===== config.mk =====
export PLATFORM = sky130hd
export DESIGN_NAME = fp32_norm_round
export DESIGN_NICKNAME = d
export VERILOG_FILES = /design/src/rtl/fp32_norm_round.sv
export SDC_FILE = /design/constraint.sdc
export NUM_CORES = 1
export LEC_CHECK = 0
export CAP_MARGIN = 40
export CELL_PAD_IN_SITES_DETAIL_PLACEMENT = 0
export CELL_PAD_IN_SITES_GLOBAL_PLACEMENT = 1
export CORE_MARGIN = 2
export CORE_UTILIZATION = 40
export DETAILED_ROUTE_END_ITERATION = 6
export GPL_TIMING_DRIVEN = 0
export PLACE_DENSITY = 0.89
export RECOVER_POWER = 100
export REMOVE_ABC_BUFFERS = 1
export SETUP_SLACK_MARGIN = 0.02
export SLEW_MARGIN = 20
export SYNTH_ARGS = -nofsm -noshare
export SYNTH_HDL_FRONTEND = slang
export SYNTH_SLANG_ARGS = --single-unit

===== constraint.sdc =====
create_clock -name clk -period 4.5 [get_ports clk]
set_input_delay 1.35 -clock clk [delete_from_list [all_inputs] [get_ports clk]]
set_output_delay 1.35 -clock clk [all_outputs]
set_load 0.01 [all_outputs]

===== src/rtl/fp32_norm_round.sv =====
// fp32_norm_round: normalise a 49-bit mantissa product sum and round it to
// an IEEE-754 single-precision result. Round-to-nearest-even; denormals
// flush to zero.
//   S1: leading-one detect, left-align, exponent adjust.
//   S2: round, range check, pack, output register.
// Each stage has a valid bit and a ready/valid handshake. A stalled output
// holds S2, and S1 holds behind it.
module fp32_norm_round (
    input  logic        clk,
    input  logic        rst_n,
    input  logic        in_valid,
    output logic        in_ready,
    input  logic [47:0] in_sum,
    input  logic        in_cout,
    input  logic [9:0]  in_exp,
    input  logic        in_sign,
    input  logic        in_nan,
    input  logic        in_inf,
    output logic        out_valid,
    input  logic        out_ready,
    output logic [31:0] out_result,
    output logic        out_overflow,
    output logic        out_underflow,
    output logic        out_inexact
);

    // ------------------------------------------------------------------
    // Handshake
    // ------------------------------------------------------------------
    logic        s1_valid;
    logic        s2_adv;
    logic        s1_adv;

    // S2 is the output register, so its valid bit is out_valid
    assign s2_adv   = !out_valid || out_ready;
    assign s1_adv   = !s1_valid || s2_adv;
    assign in_ready = s1_adv;

    // ------------------------------------------------------------------
    // S1 combinational: leading-one detect, alignment, exponent adjust
    // ------------------------------------------------------------------
    logic [48:0] v;
    logic [5:0]  lead;
    logic        v_zero;
    logic [5:0]  shamt;
    logic [48:0] v_shifted;
    logic [47:0] frac_aligned;
    logic [10:0] exp_adj;

    assign v = {in_cout, in_sum};

    // Priority encoder: the ascending scan leaves the highest set bit in lead
    always_comb begin
        lead = '0;
        for (int unsigned i = 0; i < 49; i++) begin
            if (v[i]) begin
                lead = 6'(i);
            end
        end
    end

    assign v_zero    = (v == '0);
    assign shamt     = 6'd48 - lead;
    assign v_shifted = v << shamt;
    // Bit 48 of the aligned value is the implicit leading one, so it is not stored
    assign frac_aligned = v_shifted[47:0];
    // E = in_exp + (k - 46). Modular 11-bit arithmetic on the sign-extended
    // exponent gives the same bits as signed arithmetic.
    assign exp_adj = {in_exp[9], in_exp} + {5'd0, lead} - 11'd46;

    // ------------------------------------------------------------------
    // S1 registers
    // ------------------------------------------------------------------
    logic [47:0] s1_frac;
    logic [10:0] s1_exp;
    logic        s1_sign;
    logic        s1_nan;
    logic        s1_inf;
    logic        s1_zero;

    // S1 stage register: loads a new beat or empties whenever S2 can take its contents
    always_ff @(posedge clk or negedge rst_n) begin
        if (!rst_n) begin
            s1_valid <= 1'b0;
            s1_frac  <= '0;
            s1_exp   <= '0;
            s1_sign  <= 1'b0;
            s1_nan   <= 1'b0;
            s1_inf   <= 1'b0;
            s1_zero  <= 1'b0;
        end else if (s1_adv) begin
            s1_valid <= in_valid;
            if (in_valid) begin
                s1_frac <= frac_aligned;
                s1_exp  <= exp_adj;
                s1_sign <= in_sign;
                s1_nan  <= in_nan;
                s1_inf  <= in_inf;
                s1_zero <= v_zero;
            end
        end
    end

    // ------------------------------------------------------------------
    // S2 combinational: round, range check, pack
    // ------------------------------------------------------------------
    logic [22:0] mant;
    logic        guard;
    logic        sticky;
    logic        round_up;
    logic [23:0] mant_sum;
    logic [22:0] mant_r;
    logic [10:0] exp_r;
    logic        exp_ovf;
    logic        exp_unf;

    assign mant     = s1_frac[47:25];
    assign guard    = s1_frac[24];
    assign sticky   = |s1_frac[23:0];
    assign round_up = guard && (sticky || mant[0]);
    assign mant_sum = {1'b0, mant} + {23'd0, round_up};
    // A carry out of the mantissa leaves mant_sum[22:0] at zero, which is
    // the mantissa of the next binade.
    assign mant_r   = mant_sum[22:0];
    assign exp_r    = s1_exp + {10'd0, mant_sum[23]};
    assign exp_ovf  = $signed(exp_r) >= $signed(11'd255);
    assign exp_unf  = $signed(exp_r) <= $signed(11'd0);

    logic [31:0] res_nxt;
    logic        ovf_nxt;
    logic        unf_nxt;
    logic        inx_nxt;

    // Result selection in precedence order: NaN, Inf, zero, then range check
    always_comb begin
        res_nxt = '0;
        ovf_nxt = 1'b0;
        unf_nxt = 1'b0;
        inx_nxt = 1'b0;
        if (s1_nan) begin
            res_nxt = 32'h7FC0_0000;
        end else if (s1_inf) begin
            res_nxt = {s1_sign, 31'h7F80_0000};
        end else if (s1_zero) begin
            res_nxt = {s1_sign, 31'd0};
        end else if (exp_ovf) begin
            res_nxt = {s1_sign, 31'h7F80_0000};
            ovf_nxt = 1'b1;
            inx_nxt = 1'b1;
        end else if (exp_unf) begin
            res_nxt = {s1_sign, 31'd0};
            unf_nxt = 1'b1;
            inx_nxt = 1'b1;
        end else begin
            res_nxt = {s1_sign, exp_r[7:0], mant_r};
            inx_nxt = guard || sticky;
        end
    end

    // ------------------------------------------------------------------
    // S2 / output register
    // ------------------------------------------------------------------
    // Output register: advances when empty or consumed, otherwise holds every out_* signal
    always_ff @(posedge clk or negedge rst_n) begin
        if (!rst_n) begin
            out_valid     <= 1'b0;
            out_result    <= '0;
            out_overflow  <= 1'b0;
            out_underflow <= 1'b0;
            out_inexact   <= 1'b0;
        end else if (s2_adv) begin
            out_valid <= s1_valid;
            if (s1_valid) begin
                out_result    <= res_nxt;
                out_overflow  <= ovf_nxt;
                out_underflow <= unf_nxt;
                out_inexact   <= inx_nxt;
            end
        end
    end

endmodule


==> results by group, run 1 <==
Synthesis
  – Ys async rst share: 100.0%
  – Post-Syn Area: 0.008563 sq mm
  – Leading area contributor after synthesis: dfrtp_1
  – Synth Instances: 935
  – Area fraction of the dominant cell type after synthesis: between 20% and 30%
  – Synth Flop Type: dfrtp_1
  – Distinct cell type count after synthesis: 91
  – Area contributors post-synth: dfrtp_1 29%, mux4_2 11%, nand2_1 5.7%
  – Post-synthesis register bit count: 100
  – Number of synthesis warnings: 0
  – Syn Area/Cell: 9.159 sq um
  – Register area share after synthesis: around 29%
  – Post-synth EDFFs: 0

Floorplan
  – IO Count: 103
  – Initial Utilization: 40.74%
  – Row count: 53
  – Full die area: 0.02259 sq mm
  – Die Y: 150.3 um
  – Die Wd: ~150 um
  – Core Footprint: 0.02102 sq mm

Worst setup path
  – Crit end category: register
  – Setup CP Type: primary input to register
  – Critical Path Start: in_sum[41]
  – Element type at the critical path start: primary input
  – CP max FO: 15
  – Data arrival time of the worst path: 4.80 ns
  – FF-to-FF Start: s1_frac[17]
  – Required @ worst endpoint: 4.78 ns

Global route
  – Largest net degree at the start of global routing: 62
  – Gr usage total: around 24%
  – Initial antenna violation count: 0
  – Grt ovf: 0
  – First-pass GRT wire length: between 40000 and 50000 um
  – Vias in the first global route: around 8k

Detailed routing
  – 1st-pass router iterations: 5
  – Routed wire length: 27860 um
  – Routed Antenna Nets: 0
  – DRC errors left: 0
  – WL per Instance: 20.74 um
  – 1st-iter DRT viols: about 740
  – Via density: between 6 and 7
  – Vias: between 8k and 9k

Place
  – RePlAce Congestion: just under 1
  – Post-Place Setup Slack: -1.791 ns
  – # port buffers: 102
  – DP Wirelength: 18820 um
  – Placed Area: 0.009843 sq mm

Timing
  – Crit share post-route: 100.3%
  – Max transition margin: -47.05%
  – # setup viols final: 1
  – Crit path time final: around 4.5 ns
  – Hold WS: 0.4580 ns
  – Hold Violations, Final: 0
  – F_max: 221.6 MHz
  – Fin. max-slew vios: 40
  – Final WS setup: -0.01241 ns
  – Clk_skew: 0.01163 ns
  – Tightest Pin Transition: 2.206 ns
  – RSZ-0062 raised after global routing: true

Layout
  – Commonest non-fill, non-tap cells in the layout: 123 x nand2_1, 100 x dfrtp_1, 58 x buf_4
  – Fill cells: between 1.5k and 2k
  – Final net count: between 1k and 1.5k
  – Area grow syn2layout: 34.60%
  – Layout cells sized above 1: 30.71%
  – # diodes: 0
  – Commonest non-fill, non-tap cell in the layout: nand2_1
  – Finished Cell Area: between 0.01 and 0.015 sq mm

Clocking
  – Hold buffers post-CTS: 0
  – Longest Clk Path Bufs: 2
  – CTS root buffer: clkbuf_16
  – H-tree Lvls: 3
  – CTS tree: done
  – Clock sink count: 100
  – CTS buffer count: 9
  – Clock Pin Slew Worst Setup and Hold Paths: 0.06 ns
  – Worst skew pair latency: 0.35 ns

Power and ir drop
  – Peak VDD IR: 0.0002055 V
  – Total power: 3.875 mW
  – Power Dens Cells: ~340 mW/mm^2
  – Pleak: approximately 4.6 nW

Outcome
  – Failing checks: max-capacitance violations, max-slew violations, negative setup slack
  – Status: finished, violations left

Flow run
  – Max-cap viol count: 1

Worst hold path
  – Hold Crit Class: register to register
  – Hold_sp: out_result[31]
[cell type report]
class                   instances  area (sq um)  area share [%]
clock inverters                 5         62.56          0.5428
inverters                      31         155.1           1.346
clock buffers                  11         232.7           2.019
repair inverters                1         11.26         0.09770
repair buffers                177          1728           14.99
flip-flops and latches        100          2502           21.71
well taps                     275         344.1           2.985
multi-input cells             743          6490           56.31
[state kept, by name (all words and copies together), names as in the netlist]
signal and cells:
out_overflow 1, s1_valid 1, s1_exp 11, out_inexact 1, s1_frac 48, s1_sign 1, s1_inf 1, s1_nan 1
s1_zero 1, out_valid 1, out_underflow 1, out_result 32
[cells by family (layout without fill, tap and decap cells)]
group / Yosys count / count (layout) / synth area share [%]
compound gates: 236 / 236 / 20.05
xor+xnor: 39 / 39 / 4.296
buf+inv: 95 / 225 / 5.275
simple gates: 336 / 339 / 18.95
fa+ha+maj: 21 / 21 / 3.156
mux: 108 / 108 / 19.05
flops: 100 / 100 / 29.22
[per-stage QoR]
step	setup TNS (ns)	cells	util [%]
final	-0.01241	1343	54.83
after global routing	-0.6699	1343	54.83
after CTS	0	1315	51.72
after detailed placement	-96.00	1259	46.82
after global placement	-306.93	1248	45.66
after floorplan	-42.16	871	-
[routing by layer]
| metal | share of wire (%) | track usage, % |
|---|---|---|
| met1 | 42 | 34.32 |
| met2 | 47 | 38.48 |
| met3 | 7.5 | 2.333 |
| met4 | 3.9 | 9.057 |
| met5 | 0 | 0 |
[path summary, 6_finish.rpt]
| kind | cells after the start | slack (ns) | endpoint |
|---|---|---|---|
| hold / removal | 2 | 0.46 | out_result[31] |
| setup reg to reg | 24 | 0.25 | out_inexact |
| min in group asynchronous | 1 | 1.64 | s1_exp[9] |
| max in group asynchronous | 1 | 1.59 | out_result[6] |
| setup / recovery | 12 | -0.01 | s1_frac[44] |
| hold reg to reg | 2 | 0.46 | out_result[31] |
[Yosys cell counts (all sizes together), types with 4 or more instances]
cell,instances
clkbuf,36
dfrtp,100
and3,8
o22a,11
a22o,11
xnor2,21
xor2,18
a2111oi,4
o32a,4
and2,9
inv,31
nand2b,12
a22oi,6
a31oi,12
nor2,58
nand4,6
nor3,22
nor2b,11
a211oi,10
o2111ai,5
mux2,21
mux2i,46
o221ai,8
nand3,35
or4,4
o31ai,11
or3,8
o21bai,7
nand2,133
nor4,22
o21ai,56
a21oi,33
a21boi,4
o211ai,11
ha,20
mux4,41
buf,28
[worst max-delay path, stage by stage]
cell	delay [ns]
buf_2	0.17
or3_1	0.40
o211ai_1	0.30
nand2_2	0.20
buf_4	0.17
buf_4	0.15
nor2_4	0.44
mux2i_1	0.20
a211oi_1	0.41
a211oi_1	0.12
a2111oi_0	0.68
or3_1	0.19
[timing repair]
item	4_1_cts	5_1_grt
setup buffers	35	28
endpoints found under the setup margin	83	78
pin swaps	32	49
resized for setup	303	142
gates cloned	5	1
[report_power, final]
| part | internal, mW | switching (mW) | leakage, nW | total, mW |
|---|---|---|---|---|
| Clock | 0.434 | 0.346 | 0.136 | 0.779 |
| Sequential | 1.07 | 0.187 | 1.26 | 1.26 |
| Combinational | 0.885 | 0.955 | 3.25 | 1.84 |
| Total | 2.39 | 1.49 | 4.64 | 3.88 |
(Power assumes the default switching activity.)
==> inputs of run 2 (changes only) <==
--- a/config.mk
+++ b/config.mk
@@ -6,7 +6,7 @@
 export NUM_CORES = 1
 export LEC_CHECK = 0
 export CAP_MARGIN = 40
-export CELL_PAD_IN_SITES_DETAIL_PLACEMENT = 0
+export CELL_PAD_IN_SITES_DETAIL_PLACEMENT = 1
 export CELL_PAD_IN_SITES_GLOBAL_PLACEMENT = 1
 export CORE_MARGIN = 2
 export CORE_UTILIZATION = 40
==> constraint.sdc (replaced) <==
create_clock -name clk -period 4.5 [get_ports clk]
set_input_delay 0.9 -clock clk [delete_from_list [all_inputs] [get_ports clk]]
set_output_delay 0.9 -clock clk [all_outputs]
set_load 0.01 [all_outputs]
==> run 2 against run 1 <==
Compared with the run above:
- the run still ends with max-capacitance violations, max-slew violations, negative setup slack left
- non-clock buffer count shrank 31
- largest cell class unchanged
- global-route usage grew 3.1 points
- count of clock-buffer cells in the layout is the same
- maximum frequency shrank 0.46%
- die area is the same
- cell count shrank 2.4%
- sequential cell count is the same
==> results by group, run 2 (synthesis gave the netlist of run 1 again) <==
Floorplan
  – Full die area: about 0.023 sq mm
  – Die Wd: 150.3 um
  – Core Footprint: 0.02102 sq mm
  – Row count: 53
  – Die Y: 150.3 um
  – IO Count: 103
  – Initial Utilization: 40.74%

Timing
  – RSZ-0062 raised after global routing: true
  – Max transition margin: -41.90%
  – Clk_skew: 0.01733 ns
  – Crit path time final: around 4.5 ns
  – Hold WS: 0.4609 ns
  – Hold Violations, Final: 0
  – F_max: roughly 220 MHz
  – Crit share post-route: 100.7%
  – Tightest Pin Transition: 2.129 ns
  – Final WS setup: -0.03339 ns
  – # setup viols final: 1
  – Fin. max-slew vios: 103
  – Setup TNS: -0.03339 ns

Place
  – RePlAce Congestion: 0.9610
  – Post-Place Setup Slack: -1.431 ns
  – DP Wirelength: 22020 um
  – Placed Area: 0.009843 sq mm
  – Placed cells: 1259
  – # port buffers: about 100

Layout
  – Layout cells sized above 1: a little under a quarter
  – Final net count: 1118
  – Commonest non-fill, non-tap cell in the layout: nand2_1
  – Finished Cell Area: 0.01073 sq mm
  – Commonest non-fill, non-tap cells in the layout: 125 x nand2_1, 100 x dfrtp_1, 48 x nor2_1
  – Final Core Density: 51.04%
  – Area grow syn2layout: 25.29%
  – Biggest register: s1_frac
  – Non-filler cells, final: 1311
  – Fill cells: about 2.4k
  – Flip-flop and latch area: 0.002502 sq mm
  – Multi-input combinational cell area: 0.006116 sq mm
  – Max reg flops: 48
  – Largest regs: s1_frac: 48 flops, out_result: 32 flops, s1_exp: 11 flops
  – # diodes: 0

Detailed routing
  – WL per Instance: approximately 24 um
  – 1st-iter DRT viols: ~650
  – Via density: 6.500
  – Routed Antenna Nets: 0
  – DRC errors left: 0
  – Routed wire length: 32060 um
  – 1st-pass router iterations: 5
  – Vias: 8521

Worst setup path
  – Top delay family on crit path: simple AND/OR/NAND/NOR gates
  – Worst path max stage delay: 0.43 ns
  – FF-to-FF Start: s1_frac[17]
  – WP buf/inv: 0
  – Element type at the critical path start: register
  – Data arrival time of the worst path: 4.78 ns
  – Most used cell, CP: and3_4
  – CP max FO: 10
  – Slowest CP cell: dfrtp_1
  – Critical Path Start: s1_frac[17]
  – Setup CP Type: register to register
  – Crit end category: register
  – CP Cell Sequence: nor4_4 -> nand4_1 -> nor2_2 -> a21boi_2 -> ha_2 -> nand3_4 -> nor2_4 -> and3_4 -> and3_4 -> nand3_4 -> nor2_4 -> and3_4 -> and3_4 -> ha_4 -> ha_4 -> nand3_4 -> nor3_4 -> nor3_2 -> a31o_2 -> nand2_2 -> o31a_1 -> nor2b_4 -> nand2_4 -> o21ai_0
  – Required @ worst endpoint: around 4.7 ns

Clocking
  – CTS tree: done
  – Hold buffers post-CTS: 0
  – H-tree Lvls: 3
  – Clock Pin Slew Worst Setup and Hold Paths: 0.07 ns
  – Clock sink count: 100
  – CTS root buffer: clkbuf_16
  – Worst skew pair latency: 0.37 ns
  – CTS buffer count: 9
  – Longest Clk Path Bufs: 2

Global route
  – Gr usage total: a little over a quarter
  – First-pass GRT wire length: 48350 um
  – Grt ovf: 0
  – Initial antenna violation count: 0
  – Vias in the first global route: 8694
  – Largest net degree at the start of global routing: a little over 60

Power and ir drop
  – Power Dens Cells: 351.2 mW/mm^2
  – Total power: around 3.8 mW
  – Peak VDD IR: 0.0002217 V
  – Pleak: 4.440 nW

Flow run
  – Max-cap viol count: 2

Outcome
  – Failing checks: max-capacitance violations, max-slew violations, negative setup slack
  – Status: finished, violations left

Worst hold path
  – Hold Crit Class: register to register
  – Hold_sp: out_result[31]
==> run 2: what timing repair did <==
item	4_1_cts	5_1_grt
gates resized for setup	118	99
cloned	3	0
buffers inserted	14	18
pin swaps	17	25
endpoints found under the setup margin	86	71
==> run 2: path summary, 6_finish.rpt <==
kind                                   to  slack [ns]  cells after the start
max reg2reg                out_result[10]       -0.03                     24
max in group asynchronous     s1_frac[17]        0.88                      2
min reg2reg                out_result[31]        0.46                      2
min in group asynchronous  out_result[30]        1.14                      1
max                        out_result[10]       -0.03                     24
min                        out_result[31]        0.46                      2
==> run 2: cell type report <==
| cell class | instances | area share, % |
|---|---|---|
| inverter | 31 | 1.178 |
| clock inverter | 5 | 0.5598 |
| multi-input combinational | 743 | 57.00 |
| timing repair buffer | 146 | 12.47 |
| tap | 275 | 3.207 |
| clock buffer | 11 | 2.262 |
| sequential | 100 | 23.32 |
==> run 2: layer usage <==
metal	up-vias	GRT usage, %	share of wire (%)
li1	3719	-	-
met1	4309	35.63	39
met2	388	46.52	50
met3	105	2.939	6.2
met4	0	10.61	4.3
met5	-	0	0
==> run 2: worst min-delay path, delay by kind of cell, from the launching register on <==
kind | cells | cell delay [ns]
flip-flops | 1 | 0.34
AND/OR/NAND/NOR | 2 | 0.09
==> run 2: where the power goes <==
group	leakage, nW	total, mW	switching, mW	internal [mW]
combinational	3.04	1.66	0.935	0.722
sequential	1.26	1.29	0.222	1.07
clock	0.146	0.821	0.372	0.449
total	4.44	3.77	1.53	2.24
==> inputs of run 3 (changes only) <==
--- a/config.mk
+++ b/config.mk
@@ -5,11 +5,12 @@
 export SDC_FILE = /design/constraint.sdc
 export NUM_CORES = 1
 export LEC_CHECK = 0
+export ABC_AREA = 1
 export CAP_MARGIN = 40
 export CELL_PAD_IN_SITES_DETAIL_PLACEMENT = 1
 export CELL_PAD_IN_SITES_GLOBAL_PLACEMENT = 1
 export CORE_MARGIN = 2
-export CORE_UTILIZATION = 40
+export CORE_UTILIZATION = 36
 export DETAILED_ROUTE_END_ITERATION = 6
 export GPL_TIMING_DRIVEN = 0
 export PLACE_DENSITY = 0.89
==> run 3 against run 2 <==
Compared with the run above:
- the run ends with design-rule violations, max-capacitance violations, max-slew violations, negative setup slack left
- maximum frequency down 26%
- largest cell class unchanged
- wire length grew 110%
- utilization is 11 points higher
- sequential power is 3% higher
- critical path depth up 37
- clock power fell by 0.7%
- die area up 11%
- global-route usage grew 11 points
- sequential share of layout area is 6.1 points lower
- worst setup slack got worse by 1.6 ns
- highest routed layer is now met5
- largest power group unchanged
==> results by group, run 3 <==
Worst setup path
  – Setup CP Type: primary input to register
  – Top delay family on crit path: simple AND/OR/NAND/NOR gates
  – Most used cell, CP: nand2_1
  – Required @ worst endpoint: 4.79 ns
  – WP buf/inv: 7
  – Worst path max stage delay: 0.49 ns
  – Critical Path Start: in_sum[2]
  – Element type at the critical path start: primary input
  – FF-to-FF Start: s1_frac[14]
  – Slowest CP cell: nand4_1
  – CP max FO: 6
  – Crit end category: register
  – Data arrival time of the worst path: between 6 and 7 ns

Synthesis
  – Area fraction of the dominant cell type after synthesis: 29.10%
  – Distinct cell type count after synthesis: 43
  – Synth Flop Type: dfrtp_1
  – Syn Area/Cell: a little over 6 sq um
  – Most numerous cell in the Yosys netlist: nand2_1
  – Register area share after synthesis: 29.10%
  – Ys async rst share: 100.0%
  – Post-Syn Area: 0.008599 sq mm
  – Post-synthesis register bit count: 100
  – Synth Instances: about 1.4k
  – Most frequent cells after synthesis: 456 x nand2_1, 335 x nand3_1, 127 x inv_1, 100 x dfrtp_1, 53 x nor2_1
  – Number of synthesis warnings: 0
  – Area contributors post-synth: dfrtp_1 29%, nand2_1 20%, nand3_1 19%
  – Post-synth EDFFs: 0
  – Leading area contributor after synthesis: dfrtp_1

Place
  – Post-Place Setup Slack: -2.912 ns
  – # port buffers: approximately 100
  – DP Wirelength: 23040 um
  – Placed Area: 0.009918 sq mm
  – RePlAce Congestion: 0.9566

Power and ir drop
  – Total power: 5.493 mW
  – Power Internal: 2.595 mW
  – Pleak: 6.669 nW
  – Flop pwr share: 24.1%
  – Peak VDD IR: 0.0001955 V
  – Switching power: 2.898 mW
  – Clock power frac: 14.8%
  – Power Dens Cells: 377.9 mW/mm^2
  – Combinational group share of total power: 61.0%
  – Switching share of power: 52.76%

Global route
  – First-pass GRT wire length: 74230 um
  – Vias in the first global route: 12.98k
  – Initial antenna violation count: 10
  – Largest net degree at the start of global routing: 74
  – Gr usage total: 38.68%
  – Grt ovf: 0

Timing
  – Hold Violations, Final: 0
  – Clk_skew: ~0.026 ns
  – Crit path time final: between 6 and 7 ns
  – Max transition margin: -27.75%
  – # setup viols final: 91
  – RSZ-0062 raised after global routing: true
  – Fin. max-slew vios: 103
  – Tightest Pin Transition: 1.916 ns
  – Final WS setup: -1.587 ns
  – Setup TNS: -89.52 ns
  – Crit share post-route: 135.3%
  – F_max: 164.3 MHz

Detailed routing
  – Routed wire length: 67220 um
  – Vias: 13.77k
  – Routed Antenna Nets: 0
  – DRC errors left: 32
  – 1st-iter DRT viols: ~2.4k
  – 1st-pass router iterations: 7
  – WL per Instance: 35.14 um
  – Via density: 7.199

Clocking
  – H-tree Lvls: 3
  – CTS root buffer: clkbuf_16
  – Clock Pin Slew Worst Setup and Hold Paths: 0.08 ns
  – CTS tree: done
  – Clock sink count: 100
  – CTS buffer count: 9
  – Worst skew pair latency: around 0.38 ns
  – Longest Clk Path Bufs: 2

Layout
  – Commonest non-fill, non-tap cells in the layout: 324 x nand2_1, 147 x nand3_1, 138 x nand3_2
  – Layout cells sized above 1: around 40%
  – Largest regs: s1_frac: 48 flops, out_result: 32 flops, s1_exp: 11 flops
  – Biggest register: s1_frac
  – Finished Cell Area: 0.01454 sq mm
  – Final Core Density: roughly 62%
  – Max reg flops: 48
  – Final net count: 1674
  – Commonest non-fill, non-tap cell in the layout: nand2_1
  – Area grow syn2layout: 69.02%

Worst hold path
  – Hold Crit Class: register to register
  – Hold_sp: out_result[31]

Floorplan
  – Initial Utilization: 36.64%
  – Row count: 56
  – Full die area: about 0.025 sq mm
  – IO Count: 103
  – Die Wd: 158.6 um
  – Core Footprint: 0.02347 sq mm
  – Die Y: 158.6 um

Outcome
  – Failing checks: design-rule violations, max-capacitance violations, max-slew violations, negative setup slack
  – Status: finished, violations left

Flow run
  – Max-cap viol count: 2
## run 3: layer usage
layer	vias up	wire length (um)	track usage, %
li1	5067	-	-
met3	745	9471	8.002
met2	1483	28180	65.20
met1	6460	20870	41.25
met4	16	8465	33.33
met5	-	229	0
## run 3: metrics by stage
stage               hold slack, ns  cells
global placement            0.4654   1752
detailed placement          0.4702   1762
floorplan                   0.4494   1331
global route                0.5300   1911
CTS                         0.4134   1860
finish                      0.5105   1913
## run 3: power by group through the flow
stage	Combinational [mW]	Sequential [mW]	Clock [mW]
6_report	3.35	1.33	0.815
2_1_floorplan	0.948	1.23	0
3_5_place_dp	1.57	1.24	0
4_1_cts	2.22	1.24	0.746
5_1_grt	3.41	1.33	0.843
3_3_place_gp	1.49	1.22	0
## run 3: kinds of logic (layout without fill, tap and decap cells)
group           Yosys count  after routing  share of synthesized area (%)
simple gates            910            917                          46.59
buf+inv                 208            388                          9.690
compound gates          143            143                          9.341
flops                   100            100                          29.10
fa+ha+maj                21             21                          3.143
xor+xnor                 21             22                          2.139
other cells               0              3                              0
## run 3: final cells by class
| class | count | area (sq um) |
|---|---|---|
| clock inverter | 4 | 25.02 |
| clock buffer | 11 | 252.7 |
| timing repair inverter | 5 | 122.6 |
| inverter | 136 | 633.1 |
| tap | 319 | 399.1 |
| sequential | 100 | 2502 |
| multi-input combinational | 1103 | 8023 |
| antenna | 3 | 7.507 |
| fill | 2742 | 8937 |
| timing repair buffer | 232 | 2570 |
## run 3: final timing paths
| kind | depth (start not counted) | end | slack, ns |
|---|---|---|---|
| min | 2 | out_result[31] | 0.51 |
| min in group asynchronous | 1 | s1_exp[10] | 1.05 |
| max in group asynchronous | 2 | out_result[9] | 0.72 |
| min reg2reg | 2 | out_result[31] | 0.51 |
| max | 61 | s1_frac[45] | -1.59 |
| max reg2reg | 34 | out_result[1] | -1.48 |
## run 3: worst min-delay path: stages (launching register included)
cell     delay (ns)
dfrtp_1        0.35
nand2_1        0.06
o21ai_0        0.07
## run 3: repair_timing
action,4_1_cts,5_1_grt
setup endpoints to repair,93,91
buffers inserted,68,47
cloned,16,9
hold buffers,0,0
pin swaps,137,127
resized for setup,438,310
